File: config.mk
export PLATFORM = sky130hd
export DESIGN_NAME = data_cache_ctrl
export DESIGN_NICKNAME = d
export VERILOG_FILES = /design/src/rtl/data_cache_ctrl.sv
export SDC_FILE = /design/constraint.sdc
export NUM_CORES = 2
export LEC_CHECK = 0
export CORE_ASPECT_RATIO = 1.2
export CORE_MARGIN = 3
export CORE_UTILIZATION = 55
export DETAILED_ROUTE_END_ITERATION = 10
export PLACE_DENSITY_LB_ADDON = 0.3
export REMOVE_ABC_BUFFERS = 1
export SLEW_MARGIN = 5
export SYNTH_ARGS = -nofsm -noshare
export SYNTH_HDL_FRONTEND = slang
export SYNTH_SLANG_ARGS = --single-unit
File: constraint.sdc
create_clock -name clk -period 8.5 [get_ports clk]
set_input_delay 2.125 -clock clk [delete_from_list [all_inputs] [get_ports clk]]
set_output_delay 2.125 -clock clk [all_outputs]
set_load 0.01 [all_outputs]
File: src/rtl/data_cache_ctrl.sv
// -----------------------------------------------------------------------------
// data_cache_ctrl
//
// Direct-mapped, write-through, no-write-allocate data cache that sits between
// the core's memory stage and main memory.
//
// Load hits are answered combinationally in the same cycle. Load misses refill
// the whole line over a ready-handshake memory port. Stores always write
// through to memory, and they update the cached copy only when the line is
// resident. While an access is outstanding, dstall freezes the pipeline. DONE
// then drops dstall for one cycle so that the request retires.
//
// Optional build macro: DCACHE_STATS_EN
//   When defined, HitCount/MissCount outputs count IDLE load hits and misses.
//
// Parameters
//   LINES      number of cache lines (power of two, >= 2)
//   WORDS      32-bit words per line (power of two, >= 2)
//
// Ports
//   clk        clock
//   reset      asynchronous active-low reset
//   MemtoRegM  load request from M stage
//   MemWriteM  store request from M stage (wins over MemtoRegM)
//   ALUOutM    byte address, bits [1:0] ignored
//   WriteDataM store data
//   ReadDataM  load data returned to the core
//   dstall     stall request to the hazard unit
//   MemAddr    word-aligned memory address
//   MemWD      memory write data
//   MemRE      memory read strobe
//   MemWE      memory write strobe
//   MemRD      memory read data, valid with MemReady
//   MemReady   memory completes the current transfer this cycle
//   HitCount   (DCACHE_STATS_EN) load hit counter
//   MissCount  (DCACHE_STATS_EN) load miss counter
// -----------------------------------------------------------------------------
module data_cache_ctrl #(
    parameter int LINES = 16,
    parameter int WORDS = 4
) (
    input  logic        clk,
    input  logic        reset,
    input  logic        MemtoRegM,
    input  logic        MemWriteM,
    input  logic [31:0] ALUOutM,
    input  logic [31:0] WriteDataM,
    output logic [31:0] ReadDataM,
    output logic        dstall,
    output logic [31:0] MemAddr,
    output logic [31:0] MemWD,
    output logic        MemRE,
    output logic        MemWE,
    input  logic [31:0] MemRD,
    input  logic        MemReady
`ifdef DCACHE_STATS_EN
    ,
    output logic [31:0] HitCount,
    output logic [31:0] MissCount
`endif
);

    localparam int OFF_W = $clog2(WORDS);
    localparam int IDX_W = $clog2(LINES);
    localparam int TAG_W = 30 - OFF_W - IDX_W;
    localparam logic [OFF_W-1:0] LAST_WORD = OFF_W'(WORDS - 1);

    typedef enum logic [1:0] {
        S_IDLE,
        S_FILL,
        S_WRITE,
        S_DONE
    } state_t;

    state_t             r_state;
    logic [OFF_W-1:0]   r_cnt;
    logic [LINES-1:0]   r_valid;
    logic [TAG_W-1:0]   r_tag  [0:LINES-1];
    logic [31:0]        r_data [0:LINES*WORDS-1];

    // Address decomposition
    logic [OFF_W-1:0]   w_off;
    logic [IDX_W-1:0]   w_idx;
    logic [TAG_W-1:0]   w_tag;
    logic               w_unused_bits;

    assign w_off = ALUOutM[OFF_W+1:2];
    assign w_idx = ALUOutM[IDX_W+OFF_W+1:OFF_W+2];
    assign w_tag = ALUOutM[31:IDX_W+OFF_W+2];
    assign w_unused_bits = &{1'b0, ALUOutM[1:0]};

    // Request decode: a simultaneous load+store is handled as a store.
    logic w_store;
    logic w_load;
    assign w_store = MemWriteM;
    assign w_load  = MemtoRegM & ~MemWriteM;

    logic        w_hit;
    logic [31:0] w_word;
    assign w_hit  = r_valid[w_idx] && (r_tag[w_idx] == w_tag);
    assign w_word = r_data[{w_idx, w_off}];

    logic w_fill_last;
    assign w_fill_last = (r_cnt == LAST_WORD);

    // Array write enables. Gating with reset ensures that an asserted reset
    // aborts any in-flight write, even if it arrives at the same clock edge.
    logic w_fill_we;
    logic w_store_we;
    assign w_fill_we  = reset && (r_state == S_FILL) && MemReady;
    assign w_store_we = reset && (r_state == S_WRITE) && MemReady && w_hit;

    // -------------------------------------------------------------------------
    // Control FSM, valid bits, and optional statistics
    // -------------------------------------------------------------------------
    always_ff @(posedge clk or negedge reset) begin
        if (!reset) begin
            r_state   <= S_IDLE;
            r_cnt     <= '0;
            r_valid   <= '0;
`ifdef DCACHE_STATS_EN
            HitCount  <= '0;
            MissCount <= '0;
`endif
        end else begin
            unique case (r_state)
                S_IDLE: begin
                    if (w_store) begin
                        r_state <= S_WRITE;
                    end else if (w_load) begin
                        if (w_hit) begin
`ifdef DCACHE_STATS_EN
                            HitCount <= HitCount + 32'd1;
`endif
                        end else begin
                            // The old line is overwritten word by word during
                            // the fill, so it must stop looking valid now.
                            r_valid[w_idx] <= 1'b0;
                            r_cnt          <= '0;
                            r_state        <= S_FILL;
`ifdef DCACHE_STATS_EN
                            MissCount <= MissCount + 32'd1;
`endif
                        end
                    end
                end
                S_FILL: begin
                    if (MemReady) begin
                        r_cnt <= r_cnt + OFF_W'(1);
                        if (w_fill_last) begin
                            r_valid[w_idx] <= 1'b1;
                            r_state        <= S_DONE;
                        end
                    end
                end
                S_WRITE: begin
                    if (MemReady) begin
                        r_state <= S_DONE;
                    end
                end
                S_DONE: begin
                    r_state <= S_IDLE;
                end
                default: begin
                    r_state <= S_IDLE;
                end
            endcase
        end
    end

    // -------------------------------------------------------------------------
    // Data and tag arrays. These have no reset; the valid bits guard them.
    // -------------------------------------------------------------------------
    always_ff @(posedge clk) begin
        if (w_fill_we) begin
            r_data[{w_idx, r_cnt}] <= MemRD;
            if (w_fill_last) begin
                r_tag[w_idx] <= w_tag;
            end
        end else if (w_store_we) begin
            r_data[{w_idx, w_off}] <= WriteDataM;
        end
    end

    // -------------------------------------------------------------------------
    // Outputs. All outputs are forced to zero while reset is asserted.
    // -------------------------------------------------------------------------
    always_comb begin
        ReadDataM = 32'd0;
        dstall    = 1'b0;
        MemAddr   = 32'd0;
        MemWD     = 32'd0;
        MemRE     = 1'b0;
        MemWE     = 1'b0;
        if (reset) begin
            unique case (r_state)
                S_IDLE: begin
                    dstall = w_store || (w_load && !w_hit);
                    if (w_load && w_hit) begin
                        ReadDataM = w_word;
                    end
                end
                S_FILL: begin
                    dstall  = 1'b1;
                    MemRE   = 1'b1;
                    MemAddr = {w_tag, w_idx, r_cnt, 2'b00};
                end
                S_WRITE: begin
                    dstall  = 1'b1;
                    MemWE   = 1'b1;
                    MemAddr = {ALUOutM[31:2], 2'b00};
                    MemWD   = WriteDataM;
                end
                S_DONE: begin
                    // The line has just been refilled, so the load now hits.
                    if (w_load && w_hit) begin
                        ReadDataM = w_word;
                    end
                end
                default: begin
                    dstall = 1'b0;
                end
            endcase
        end
    end

endmodule
==> results by group <==
Floorplanning
  – Row count: roughly 170
  – Die area: between 150000 and 200000 µm²
  – Core ar.: ~170000 µm²
  – Starting density of the core: between 50% and 60%
  – I/O pins: 200
  – Chip Height: 462 µm
  – Die W: ~390 µm

Synthesis
  – YS warnings: 0
  – Main flop type after synthesis: edfxtp_1
  – #FFs+latches synth: 2452
  – EDFF count, synth: 2432
  – Top-area cell type share of the netlist area: between 70 and 80%
  – Synth area leader: edfxtp_1
  – Ys async rst share: less than 1%
  – Post-Syn Area per Cell: about 22 µm²
  – Top post-synthesis cells by area: edfxtp_1, mux4_2, mux2i_1
  – Mapped cell area: ~95000 µm²
  – Post-synthesis sequential area ratio: ~77%
  – Gate Count Post-Synth: roughly 4300
  – Number of distinct library cells after synthesis: 73

Finish
  – Layout Cells excl Fill: roughly 7300
  – Final core occ: roughly 64%
  – Area Growth Syn to Fin: 15.3%
  – # fillers: about 11000
  – Layout cell share with drive strength beyond 1: between 20% and 30%
  – Final nets: roughly 4900
  – Cell area after layout: approximately 110000 µm²

Drt
  – DR iter-0 viols: a little under 8000
  – Drt total wl: between 200 and 300 mm
  – Vias post-DR: 50200
  – DRC viols: 0
  – DR pass1 iterations: 6
  – Vias/cell: about 7
  – Post-route ant nets: 0
  – Wire per inst: about 37 µm

Flow run
  – Max cap viols: 0

Placed design
  – DP HPWL: approximately 160 mm
  – Placed insts: a little under 7000
  – # port buffers: between 150 and 200
  – Area post-placement: around 100000 µm²
  – Routability congestion estimate: a little under 0.9

STA
  – Final Cycle Share: 99.0%
  – Max Clock Skew: between 0.05 and 0.06 ns
  – Setup violations, final: 0
  – Hold Violations, Final: 0
  – Period minus WS final: roughly 8.4 ns
  – Max Slew Vio Count: 0
  – Slew headroom: approximately 17%
  – Worst-Margin Slew: ~1.3 ns
  – Fmax: about 0.12 GHz

Power and ir drop
  – Maximum vdd drop: about 210 µV
  – PwrDens: ~230 nW/µm²
  – Power Total: 25000 µW
  – P_leak: approximately 0.035 µW

Global route
  – Grt total ovfl: 0
  – First-pass GRT wire length: 375 mm
  – Largest net degree at the start of global routing: 65
  – Vias in the first global route: just under 50000
  – Tot GR Track Use: about 30%
  – Initial antenna violation count: 7

Clocking
  – Total CTS buffers: 220
  – CTS Root Cell: clkbuf_16
  – Worst-Skew Late Latency: between 0.8 and 0.9 ns
  – CTS max path bufs: 3
  – CTS tree: built
  – Post-CTS Hold Buffers: 0
  – Post-CTS Setup Inserts: 0
  – # H-tree levels: 4
  – Num Clock Sinks: between 2000 and 2500
  – Worst-path clk slew: 0.06 ns

Worst setup path
  – Reg2reg path depth: 14
  – Setup crit start kind: input port
  – WP data required: 6.38 ns
  – CP endpoint kind: output port
  – Crit path DAT: approximately 6.3 ns
  – CP max FO: 25
  – WS Path Type: input port to output port

Status
  – Outcome: completed

Min path
  – Hold Path Class: flop to flop
  – Hold path cells: 2
-- layout make-up --
| cell class | count | area, µm² | share of cell area, % |
|---|---|---|---|
| Sequential cell | 2452 | 73500 | 66.9 |
| Multi-Input combinational cell | 1596 | 21300 | 19.4 |
| Clock buffer | 262 | 5770 | 5.25 |
| Timing Repair Buffer | 538 | 5120 | 4.66 |
| Tap cell | 2268 | 2840 | 2.58 |
| Clock inverter | 143 | 1230 | 1.12 |
| Inverter | 16 | 60.1 | 0.0546 |
| Antenna cell | 4 | 10.0 | 0.00911 |
-- cell usage in the layout (no fill, tap or decap), types with 11 or more instances in the layout --
cell type,synthesis,final
o21ai_0,36,36
nand2b_1,11,11
nor2b_1,28,27
mux2i_1,109,105
edfxtp_1,2432,2432
clkbuf_16,0,225
a21oi_1,36,36
clkinv_1,0,56
inv_1,15,15
and3_1,37,37
xnor2_1,14,14
buf_4,14,297
dfrtp_1,20,20
nor2_4,0,67
nor3_1,31,30
nand2_1,63,63
mux2_2,81,81
clkdlybuf4s50_1,0,187
buf_12,0,47
clkinv_2,0,50
clkbuf_1,128,37
a22oi_1,25,25
and2_1,23,23
nand3_1,30,29
o41ai_1,17,17
nor2_2,0,15
mux4_2,622,622
o22ai_1,131,131
bufinv_16,0,18
nor2_1,139,57
-- worst paths after layout --
check	slack (ns)	startpoint	to
setup reg to reg	3.13	r_tag[3][9]$_DFFE_PP_	r_data[62][10]$_DFFE_PP_
min in group asynchronous	1.48	reset	r_cnt[0]$_DFFE_PN0P_
hold / removal	0.51	flop	flop
max in group asynchronous	6.54	reset	async pin
hold reg to reg	0.51	flop	flop
setup / recovery	0.08	ALUOutM[6]	ReadDataM[8]
-- worst max-delay path, cell delays in order --
cell and delay (ns):
buf_2 0.28, buf_4 0.34, inv_2 0.08, buf_12 0.20
buf_4 0.26, nand2_1 0.35, buf_4 0.38, a2111oi_0 0.17
a2111oi_0 0.74, nand2_1 0.52, nor2_1 0.23, clkdlybuf4s50_1 0.57
-- synthesized netlist by cell type (3+ instances only) --
cell / instances
a32oi_1: 3
nor2b_1: 28
nor2_1: 139
a221oi_1: 8
mux4_2: 622
o31ai_1: 4
and2_1: 23
nor3b_1: 4
o221ai_1: 10
nand2_1: 63
clkbuf_1: 128
nor3_1: 31
and3_1: 37
buf_6: 4
dfrtp_1: 20
a211oi_1: 10
o21ai_0: 36
a21oi_1: 36
mux2i_1: 109
o41ai_1: 17
o2bb2ai_1: 4
a2111oi_0: 16
or2_2: 4
inv_1: 15
nand3_1: 30
o22ai_1: 131
nand4_1: 5
nor4_1: 11
buf_1: 52
nand2b_1: 11
a31oi_1: 5
a2bb2oi_1: 3
buf_2: 44
ha_1: 5
mux2_2: 81
o2111ai_1: 9
a22oi_1: 25
o211ai_1: 9
buf_4: 14
edfxtp_1: 2432
xnor2_1: 14
xor2_1: 4
a22o_1: 3
or3_1: 9
-- metal layers --
| layer | share of wire, % | vias up | track usage, % | wire [µm] |
|---|---|---|---|---|
| li1 | - | 19400 | - | - |
| met1 | 34 | 26100 | 40.7 | 91300 |
| met2 | 48 | 3911 | 48.2 | 129000 |
| met3 | 12 | 724 | 6.78 | 33500 |
| met4 | 5.4 | 2 | 14.4 | 14500 |
| met5 | 0.0071 | - | 0 | 19 |
-- report_power, final --
part | switching, µW | total [µW] | internal, µW
Sequential | 37.5 | 13400 | 13300
Clock | 4340 | 9720 | 5380
Combinational | 1140 | 1850 | 714
Total | 5510 | 25000 | 19400
-- state kept, by name, indices dropped and copies added, names as in the netlist, named ones only --
register	cells
r_data	2048
r_tag	384
r_cnt	2
r_state	2
-- repair_timing --
| action | in CTS | in global routing |
|---|---|---|
| resized for setup | 7 | 9 |
| pin swaps | 0 | 1 |
| setup endpoints to repair | 31 | 6 |
| cloned | 0 | 0 |
| hold endpoints to repair | 0 | 0 |
-- kinds of logic after synthesis --
family                     Yosys count  synth area share [%]
AOI/OAI and AO/OA                  349                  2.52
xor gates and xnor gates            18                 0.165
adders and majority gates            5                0.0656
buffers and inverters              258                  1.16
DFF                               2452                  77.1
muxes                              814                  16.8
other                                1               0.00393
and+or+nand+nor                    408                  2.12
-- stage by stage --
step	hold slack [ns]	setup TNS, ns	setup slack, ns
after floorplan	0.465	0	0.763
after global placement	0.479	-10.77	-0.747
after detailed placement	0.493	-5.60	-0.566
after CTS	0.509	0	0.0245
after global routing	0.540	-0.0129	-0.0129
final	0.509	0	0.0816
Note: power is estimated with default switching activity, not from simulation.
